**config.mk**
```make
export PLATFORM = sky130hd
export DESIGN_NAME = control_seq
export DESIGN_NICKNAME = d
export VERILOG_FILES = /design/src/rtl/control_seq.sv
export SDC_FILE = /design/constraint.sdc
export NUM_CORES = 1
export LEC_CHECK = 0
export CAP_MARGIN = 20
export CORE_MARGIN = 4
export CORE_UTILIZATION = 48
export DETAILED_ROUTE_END_ITERATION = 8
export PLACE_DENSITY_LB_ADDON = 0.15
export SYNTH_ARGS = -nofsm -noshare
export SYNTH_HDL_FRONTEND = slang
export SYNTH_SLANG_ARGS = --single-unit
```
**constraint.sdc**
```tcl
create_clock -name clk -period 3 [get_ports clk]
set_input_delay 0.45 -clock clk [delete_from_list [all_inputs] [get_ports clk]]
set_output_delay 0.45 -clock clk [all_outputs]
set_load 0.005 [all_outputs]
```
**src/rtl/control_seq.sv**
```systemverilog
// control_seq: tinyrv multicycle control FSM with a per-access memory watchdog, bounded retries and encoded trap causes.
// Strobes decode the registered state; the WFI sleep state exists only when CONTROL_SEQ_WFI_EN is defined.
module control_seq #(
  parameter int MEM_TIMEOUT = 64,
  parameter int RETRIES     = 1,
  parameter int CAUSE_W     = 4
) (
  input  logic               clk,
  input  logic               reset_n,
  input  logic [31:0]        iword,
  input  logic               mem_busy,
  input  logic               mem_valid,
  input  logic               interrupt_pending,
  input  logic [2:0]         exceptions,
  output logic [5:0]         control_flags,
  output logic               wbflag,
  output logic               memflag,
  output logic               pcflag,
  output logic               fetchflag,
  output logic               mem_ce,
  output logic               jump_to_isr,
  output logic               mret,
  output logic               csr_write,
  output logic [CAUSE_W-1:0] trap_cause,
  output logic               trap_is_irq
);

  localparam int CNT_W = $clog2(MEM_TIMEOUT + 1);

  localparam logic [6:0] OP_LOAD   = 7'b0000011;
  localparam logic [6:0] OP_STORE  = 7'b0100011;
  localparam logic [6:0] OP_BRANCH = 7'b1100011;
  localparam logic [6:0] OP_JAL    = 7'b1101111;
  localparam logic [6:0] OP_JALR   = 7'b1100111;
  localparam logic [6:0] OP_OPIMM  = 7'b0010011;
  localparam logic [6:0] OP_LUI    = 7'b0110111;
  localparam logic [6:0] OP_AUIPC  = 7'b0010111;
  localparam logic [6:0] OP_SYSTEM = 7'b1110011;
  localparam logic [31:0] MRET_WORD = 32'h30200073;
`ifdef CONTROL_SEQ_WFI_EN
  localparam logic [31:0] WFI_WORD  = 32'h10500073;
`endif

  localparam logic [CAUSE_W-1:0] C_PC_MISALIGN = CAUSE_W'(0);
  localparam logic [CAUSE_W-1:0] C_FETCH_FLT   = CAUSE_W'(1);
  localparam logic [CAUSE_W-1:0] C_ILLEGAL     = CAUSE_W'(2);
  localparam logic [CAUSE_W-1:0] C_LOAD_FLT    = CAUSE_W'(5);
  localparam logic [CAUSE_W-1:0] C_STORE_FLT   = CAUSE_W'(7);
  localparam logic [CAUSE_W-1:0] C_IRQ         = CAUSE_W'(11);
  localparam logic [2:0]         RETRY_MAX     = 3'(RETRIES);

  typedef enum logic [3:0] {
    RST, FETCH_AWAIT, FETCH, DECODE, EXECUTE, MEM_AWAIT, MEM, WRITEBACK, RETRY, TRAP
`ifdef CONTROL_SEQ_WFI_EN
    , WFI
`endif
  } state_t;

  state_t             state_q, state_d;
  logic [CNT_W-1:0]   count_q, count_d;
  logic [2:0]         retry_q, retry_d;
  logic [CAUSE_W-1:0] cause_q, cause_d;
  logic               irq_q, irq_d;
  logic               origin_mem_q, origin_mem_d;
  logic               cnt_hit, expire, expire_mem;

  logic [6:0] opcode;
  logic [2:0] funct3;
  logic       is_mret, is_csrw;
  logic       f_jump, f_imm_as_b, f_auipc, f_reg_write, f_mem_write, f_mem_phase;

  assign opcode  = iword[6:0];
  assign funct3  = iword[14:12];
  assign is_mret = (iword == MRET_WORD);
  assign is_csrw = (opcode == OP_SYSTEM) && (funct3 == 3'b001);

  assign f_mem_phase = (opcode == OP_LOAD) || (opcode == OP_STORE);
  assign f_mem_write = (opcode == OP_STORE);
  assign f_reg_write = !((opcode == OP_BRANCH) || (opcode == OP_STORE) || is_csrw || is_mret);
  assign f_auipc     = (opcode == OP_AUIPC);
  assign f_imm_as_b  = (opcode == OP_OPIMM) || (opcode == OP_LUI) || (opcode == OP_AUIPC) ||
                       (opcode == OP_LOAD) || (opcode == OP_STORE) || (opcode == OP_JAL) ||
                       (opcode == OP_JALR);
  assign f_jump      = (opcode == OP_BRANCH) || (opcode == OP_JAL) || (opcode == OP_JALR);
  assign control_flags = {f_jump, f_imm_as_b, f_auipc, f_reg_write, f_mem_write, f_mem_phase};

  always_comb begin
    state_d      = state_q;
    count_d      = count_q;
    retry_d      = retry_q;
    cause_d      = cause_q;
    irq_d        = irq_q;
    origin_mem_d = origin_mem_q;
    expire       = 1'b0;
    expire_mem   = 1'b0;
    cnt_hit      = (count_q == CNT_W'(MEM_TIMEOUT - 1));

    // Exceptions are checked before progress, progress before the watchdog.
    case (state_q)
      RST:         state_d = FETCH_AWAIT;
      FETCH_AWAIT: begin
        if (exceptions[0]) begin
          state_d = TRAP; cause_d = C_PC_MISALIGN; irq_d = 1'b0;
        end else if (exceptions[2]) begin
          state_d = TRAP; cause_d = C_FETCH_FLT; irq_d = 1'b0;
        end else if (mem_busy) state_d = FETCH;
        else if (cnt_hit) expire = 1'b1;
      end
      FETCH: begin
        if (!mem_busy) state_d = DECODE;
        else if (cnt_hit) expire = 1'b1;
      end
      DECODE:      state_d = EXECUTE;
      EXECUTE: begin
        if (exceptions[1]) begin
          state_d = TRAP; cause_d = C_ILLEGAL; irq_d = 1'b0;
        end else if (f_mem_phase) state_d = MEM_AWAIT;
        else state_d = WRITEBACK;
      end
      MEM_AWAIT: begin
        if (exceptions[2]) begin
          state_d = TRAP; cause_d = f_mem_write ? C_STORE_FLT : C_LOAD_FLT; irq_d = 1'b0;
        end else if (mem_busy) state_d = MEM;
        else if (cnt_hit) begin
          expire = 1'b1; expire_mem = 1'b1;
        end
      end
      MEM: begin
        if (!mem_busy) state_d = WRITEBACK;
        else if (cnt_hit) begin
          expire = 1'b1; expire_mem = 1'b1;
        end
      end
      WRITEBACK: begin
        if (interrupt_pending) begin
          state_d = TRAP; cause_d = C_IRQ; irq_d = 1'b1;
`ifdef CONTROL_SEQ_WFI_EN
        end else if (iword == WFI_WORD) begin
          state_d = WFI;
`endif
        end else state_d = FETCH_AWAIT;
      end
      RETRY:       state_d = origin_mem_q ? MEM_AWAIT : FETCH_AWAIT;
      TRAP:        state_d = FETCH_AWAIT;
`ifdef CONTROL_SEQ_WFI_EN
      WFI: begin
        if (interrupt_pending) begin
          state_d = TRAP; cause_d = C_IRQ; irq_d = 1'b1;
        end
      end
`endif
      default:     state_d = RST;
    endcase

    if (expire) begin
      if (retry_q < RETRY_MAX) begin
        state_d      = RETRY;
        retry_d      = retry_q + 3'd1;
        origin_mem_d = expire_mem;
      end else begin
        state_d = TRAP;
        irq_d   = 1'b0;
        cause_d = !expire_mem ? C_FETCH_FLT : (f_mem_write ? C_STORE_FLT : C_LOAD_FLT);
      end
    end

    if ((state_d == FETCH_AWAIT && state_q != FETCH_AWAIT) ||
        (state_d == MEM_AWAIT && state_q != MEM_AWAIT))
      count_d = '0;
    else if (state_q == FETCH_AWAIT || state_q == FETCH || state_q == MEM_AWAIT || state_q == MEM)
      count_d = count_q + CNT_W'(1);

    if (state_d != state_q && (state_d == DECODE || state_d == WRITEBACK || state_d == TRAP))
      retry_d = '0;
  end

  always_ff @(posedge clk) begin
    if (!reset_n) begin
      state_q      <= RST;
      count_q      <= '0;
      retry_q      <= '0;
      cause_q      <= '0;
      irq_q        <= 1'b0;
      origin_mem_q <= 1'b0;
    end else begin
      state_q      <= state_d;
      count_q      <= count_d;
      retry_q      <= retry_d;
      cause_q      <= cause_d;
      irq_q        <= irq_d;
      origin_mem_q <= origin_mem_d;
    end
  end

  assign fetchflag   = (state_q == FETCH) && mem_valid;
  assign memflag     = (state_q == MEM_AWAIT) || (state_q == MEM);
  assign mem_ce      = !((state_q == FETCH_AWAIT) || (state_q == FETCH) ||
                         (state_q == MEM_AWAIT) || (state_q == MEM));
  assign pcflag      = (state_q == WRITEBACK);
  assign wbflag      = (state_q == WRITEBACK) && f_reg_write;
  assign mret        = (state_q == WRITEBACK) && is_mret;
  assign csr_write   = (state_q == WRITEBACK) && is_csrw;
  assign jump_to_isr = (state_q == TRAP);
  assign trap_cause  = (state_q == TRAP) ? cause_q : '0;
  assign trap_is_irq = (state_q == TRAP) && irq_q;

endmodule

```
Word-level counts from Yosys, hierarchy flattened
Cells that the tools add are included.
W data, S select, Z words.
{"block": "classes", "n_addsub": 2, "eq_ne": 29, "n_bitwise": 1, "reduce_logical": 36, "muxes": 39, "n_lt_le_gt_ge": 1}
{"operator": "$mux W4", "n": 18}
{"operator": "$pmux W4 S9", "n": 1}
{"operator": "$eq A32 B30 Y1 const B", "n": 1}
{"operator": "$eq A7 B7 Y1 const B", "n": 4}
{"operator": "$eq A4 B3 Y1 const B", "n": 6}
{"operator": "$eq A7 B6 Y1 const B", "n": 3}
{"operator": "$logic_or A1 B1 Y1", "n": 19}
{"operator": "$pmux W4 S4", "n": 1}
{"operator": "$eq A7 B5 Y1 const B", "n": 2}
{"operator": "$eq A4 B2 Y1 const B", "n": 3}
{"operator": "$eq A4 B4 Y1 const B", "n": 3}
{"operator": "$mux W1", "n": 12}
{"operator": "$logic_and A1 B1 Y1", "n": 9}
{"operator": "$eq A4 B1 Y1 const B", "n": 2}
{"operator": "$reduce_or A2 Y1", "n": 4}
{"operator": "$add A7 B1 Y7 const B", "n": 1}
{"operator": "$eq A7 B2 Y1 const B", "n": 1}
{"operator": "$mux W3", "n": 2}
{"operator": "$logic_not A4 Y1", "n": 1}
{"operator": "$mux W2", "n": 2}
{"operator": "$ne A4 B1 Y1 const B", "n": 1}
{"operator": "$ne A4 B3 Y1 const B", "n": 1}
{"operator": "$ne A4 B4 Y1", "n": 1}
{"operator": "$pmux W1 S4", "n": 1}
{"operator": "other kinds (8)", "n": 9}
{"block": "word_totals", "reg_bits": 20}

Depth between registers and ports, before layout
{"block": "logic_depth", "word_depth": 12, "ltp_mapped": 7}

Least setup slack after synthesis
Ideal clock, no wire load.
{"block": "synth_timing", "path_type": "input to register", "start": "input mem_busy", "end": "register state_q[0]", "required_time_ns": 2.885, "setup_slack_ns": 1.070, "stages": 5, "setup_time_ns": 0.115, "t_arrival_ns": 1.815, "cell_sequence": "or4b_4 > o31a_4 > nor3_4 > o21ba_4 > and2_1"}
{"block": "synth_between", "elab_chain_len": 5}
{"element": "from (decl)", "line_no": "11", "rtl": "input logic mem_busy,"}
{"element": "$mux W4 or $mux W1 (tied branches)", "line_no": "106, 123"}
{"element": "$mux W4 or $mux W1 (tied branches)", "line_no": "104, 121"}
{"element": "$mux W4 or $mux W1 (tied branches)", "line_no": "102", "rtl": "if (exceptions[0]) begin"}
{"element": "$pmux W4 S9 or $pmux W1 S3 (tied branches)", "line_no": "99", "rtl": "case (state_q)"}
{"element": "$mux W4 (*)", "line_no": "155", "rtl": "if (expire) begin"}
{"element": "to (signal assigned)", "line_no": "186", "rtl": "state_q <= state_d;"}
{"element": "to (decl)", "line_no": "59", "rtl": "state_t state_q, state_d;"}
Mark *: on every way between the ends. The rest lies on a longest branch, timed or not.
A chain may end at the register's enable or synchronous reset.

Worst setup path in the final report
{"block": "layout_timing", "start": "input iword[20]", "end": "output wbflag"}
{"block": "layout_between", "elab_chain_len": 4}
{"element": "from (decl)", "line_no": "10", "rtl": "input logic [31:0] iword,"}
{"element": "$eq A32 B30 Y1", "line_no": "74", "rtl": "assign is_mret = (iword == MRET_WORD);"}
{"element": "$logic_or A1 B1 Y1", "line_no": "79", "rtl": "assign f_reg_write = !((opcode == OP_BRANCH) || (opcode == OP_STORE) || is_csrw || is_mret);"}
{"element": "$logic_not A1 Y1", "line_no": "79"}
{"element": "$logic_and A1 B1 Y1", "line_no": "200", "rtl": "assign wbflag = (state_q == WRITEBACK) && f_reg_write;"}
{"element": "to (decl)", "line_no": "16", "rtl": "output logic wbflag,"}
Every way passes these cells.

==> impl_summary.log <==
[metrics] maximum count of clock buffers along a single path: 2
[metrics] data arrival time at the worst-slack endpoint: 2.31 ns
[metrics] accumulated negative setup slack: 0 ns
[metrics] outcome: completed
[metrics] cell types with the highest counts after synthesis: sky130_fd_sc_hd__nand2_1 (24), sky130_fd_sc_hd__dfxtp_1 (20), sky130_fd_sc_hd__nor2_1 (19)
[metrics] TritonCTS buffer count: 3
[metrics] number of nets in the layout: 307
[metrics] wire length on met2: 2.133 mm
[metrics] WL met1: between 1.5 and 2 mm
[metrics] CTS Hold Buffers Added: 0
[metrics] antenna viol nets, final: 0
[metrics] worst setup skew after layout: 0.006723 ns
[metrics] number of instances resized during post-cts repair: 0
[metrics] fraction of layout instances using a drive strength above 1: 0.05682
[metrics] met3 layer wire length in the routed design: 145 um
[metrics] Unique masters post-synth: 47
[metrics] Lkg Pwr: 0.8207 nW
[metrics] total chip power: 0.5889 mW
[metrics] number of DRC violations after detailed-routing iteration 0: 98
[metrics] kind of end point of the critical path: output port
[metrics] Boundary Pins: 59
[metrics] clock-pin slew reported for the worst setup and hold paths after clock tree synthesis: 0.10 ns
[metrics] area enclosed by the die boundary: 4274 sq um
[metrics] Syn Inst Count: roughly 210
[metrics] Detailed Place HPWL: 3.403 mm
[metrics] top cells by area in the synthesized netlist: sky130_fd_sc_hd__dfxtp_1 (25%), sky130_fd_sc_hd__nand2_1 (5.7%), sky130_fd_sc_hd__nor2_1 (4.5%)
[metrics] maximum fanout along the worst path: 2
[metrics] top-count cell post-synth: sky130_fd_sc_hd__nand2_1
[metrics] Seq cells post-synth: 20
[metrics] CTS root buffer: sky130_fd_sc_hd__clkbuf_4
[metrics] top layer used by detailed routing: met4
[metrics] final weighted congestion in routability-driven placement: 0.8311
[metrics] final clock period utilization by the worst path: 0.9214
[metrics] standard-cell row count: 20
[metrics] share of the synthesized area in the top cell type: 0.2534
[metrics] multi-input combinational cell area: ~1100 sq um
[metrics] pin count of the biggest net entering global routing: 20
[metrics] final setup fails: 0
[metrics] worst hold slack after final layout: 0.4768 ns
[metrics] Final Core Density: 0.7101
[metrics] initial core utilization: 0.5093
[metrics] detailed-route via count: 1670
[metrics] number of levels in the clock H-tree: 1
[metrics] post-synth net total: 255
[metrics] slew at the pin with the worst max-slew slack: between 0.6 and 0.7 ns
[metrics] YS warnings: 0
[metrics] sequential fraction of the synthesis area: 0.2534
[metrics] die width: approximately 65 um
[metrics] Layout Area Growth over Synthesis: 39.43%
[metrics] core area: 3103 sq um
[metrics] number of setup buffers added after CTS: 0
[metrics] worst relative slew slack: 0.5989
[metrics] Reg area: 400.4 sq um
[metrics] FFs w/ async S/R, synth: 0
[metrics] RSZ-0062 raised after global routing: false
[metrics] post-synthesis instance area: 1580 sq um
[metrics] global-route wire length before repair: between 7 and 8 mm
[metrics] via count normalized by instance count: 5.422
[metrics] count of fill cells added during filler insertion: 284
[metrics] clock latency on the worst-skew pair: just under 0.3 ns
[metrics] Period minus WS final: 2.764 ns
[metrics] power density over cell area: ~270 nW/um^2
[metrics] Fin. Hold Viols: 0
[metrics] I/O Buffers: 58
[metrics] most common flop cell mapped by yosys: sky130_fd_sc_hd__dfxtp_1
[metrics] number of synthesized flops with an enable pin: 0
[metrics] initial antenna violation count: 0
[metrics] Total Routed Length: 4.192 mm
[metrics] Max Freq: roughly 360 MHz
[metrics] remaining global-route overflow: 0
[metrics] Num Clock Sinks: 20
[metrics] syn avg cell area: around 7.4 sq um
[metrics] CTS tree: yes
[metrics] total count of max-transition violations in the final report: 0
[metrics] antenna diode instance count: 0
[metrics] kind of critical path: in -> out
[metrics] cell taking the most area after synthesis: sky130_fd_sc_hd__dfxtp_1
[metrics] number of global-route vias before repair: 1580
[metrics] worst min path class: reg -> reg
[metrics] Routed wire per std cell: 13.61 um
[metrics] DRC viols: 0
[metrics] Chip Height: around 65 um
[metrics] max_cap viols: 0
[metrics] DRT Pass-1 Iters: 4
[metrics] data required time at the worst endpoint: 2.55 ns
[metrics] worst supply voltage drop on vdd: 0.2583 mV
[metrics] startpoint class of the critical path: primary input
[metrics] overall routing resource usage: 0.2047
-- through the flow --
step                      std cells  setup WS (ns)  cell area, sq um
after global routing            308        0.04951              2203
after global placement          304         0.3039              2167
final                           308         0.2358              2203
after CTS                       308         0.2310              2203
after detailed placement        304         0.2268              2167
after floorplan                 213          1.070              1580
-- cells in the final DEF (no fill, tap or decap), types with 3 or more instances in the layout --
master,n
sky130_fd_sc_hd__or3_1,4
sky130_fd_sc_hd__and2_1,9
sky130_fd_sc_hd__nor3_1,7
sky130_fd_sc_hd__inv_1,6
sky130_fd_sc_hd__a21oi_1,10
sky130_fd_sc_hd__a211oi_1,3
sky130_fd_sc_hd__nand3_1,5
sky130_fd_sc_hd__o211ai_1,4
sky130_fd_sc_hd__clkbuf_4,3
sky130_fd_sc_hd__o21ai_0,10
sky130_fd_sc_hd__nor4_1,9
sky130_fd_sc_hd__and3_1,3
sky130_fd_sc_hd__nor3b_1,7
sky130_fd_sc_hd__xor2_1,7
sky130_fd_sc_hd__clkdlybuf4s50_1,58
sky130_fd_sc_hd__nor2_1,19
sky130_fd_sc_hd__o21a_1,4
sky130_fd_sc_hd__nor2b_1,5
sky130_fd_sc_hd__dfxtp_1,20
sky130_fd_sc_hd__nand2_1,24
sky130_fd_sc_hd__nand2b_1,8
sky130_fd_sc_hd__nor4b_1,3
sky130_fd_sc_hd__buf_4,5
-- state kept, by name (all words and copies together) (netlist names) --
name	flops
count_q	7
retry_q	3
irq_q	1
state_q	4
cause_q	4
origin_mem_q	1
-- report_power, final --
group          internal (mW)  leakage (nW)  switching [mW]
Sequential             0.270         0.162         0.00583
Clock                 0.0739        0.0210          0.0788
Combinational         0.0894         0.638          0.0705
Total                  0.434         0.821           0.155
-- area by class of cell --
| cell class | instances | share of cell area |
|---|---|---|
| Timing Repair Buffer | 63 | 0.2805 |
| Sequential cell | 20 | 0.1817 |
| Clock buffer | 4 | 0.01647 |
| Inverter | 6 | 0.01022 |
| Multi-Input combinational cell | 171 | 0.4861 |
| Tap cell | 44 | 0.02499 |
-- layer usage --
metal | track usage | up-vias
met5 | 0 | -
li1 | - | 869
met4 | 0.05440 | 0
met2 | 0.3654 | 42
met1 | 0.2629 | 749
met3 | 0.01709 | 10
-- worst max-delay path: stages --
cell	delay, ns
sky130_fd_sc_hd__clkdlybuf4s50_1	0.40
sky130_fd_sc_hd__nor4_1	0.31
sky130_fd_sc_hd__nand4_1	0.17
sky130_fd_sc_hd__o211ai_1	0.22
sky130_fd_sc_hd__o211ai_1	0.14
sky130_fd_sc_hd__and2_1	0.18
sky130_fd_sc_hd__clkdlybuf4s50_1	0.44
-- path summary, 6_finish.rpt --
path	startpoint	end	slack (ns)	cells after the start
worst min-delay path	irq_q$_SDFF_PN0_	irq_q$_SDFF_PN0_	0.48	2
worst max register to register	state_q[0]$_SDFF_PN0_	state_q[0]$_SDFF_PN0_	0.73	6
worst max-delay path	iword[20]	wbflag	0.24	7
worst min register to register	irq_q$_SDFF_PN0_	irq_q$_SDFF_PN0_	0.48	2
-- logic make-up after synthesis --
| kind of cell | Yosys count | synth area share |
|---|---|---|
| AO/OA/AOI/OAI | 48 | 0.2122 |
| XOR/XNOR | 8 | 0.04434 |
| adder cells (fa/ha/maj) | 2 | 0.01583 |
| buffers and inverters | 22 | 0.06888 |
| flip-flops | 20 | 0.2534 |
| multiplexers | 2 | 0.01267 |
| AND/OR/NAND/NOR | 111 | 0.3927 |
No activity file was read; power rests on OpenSTA's default activity.
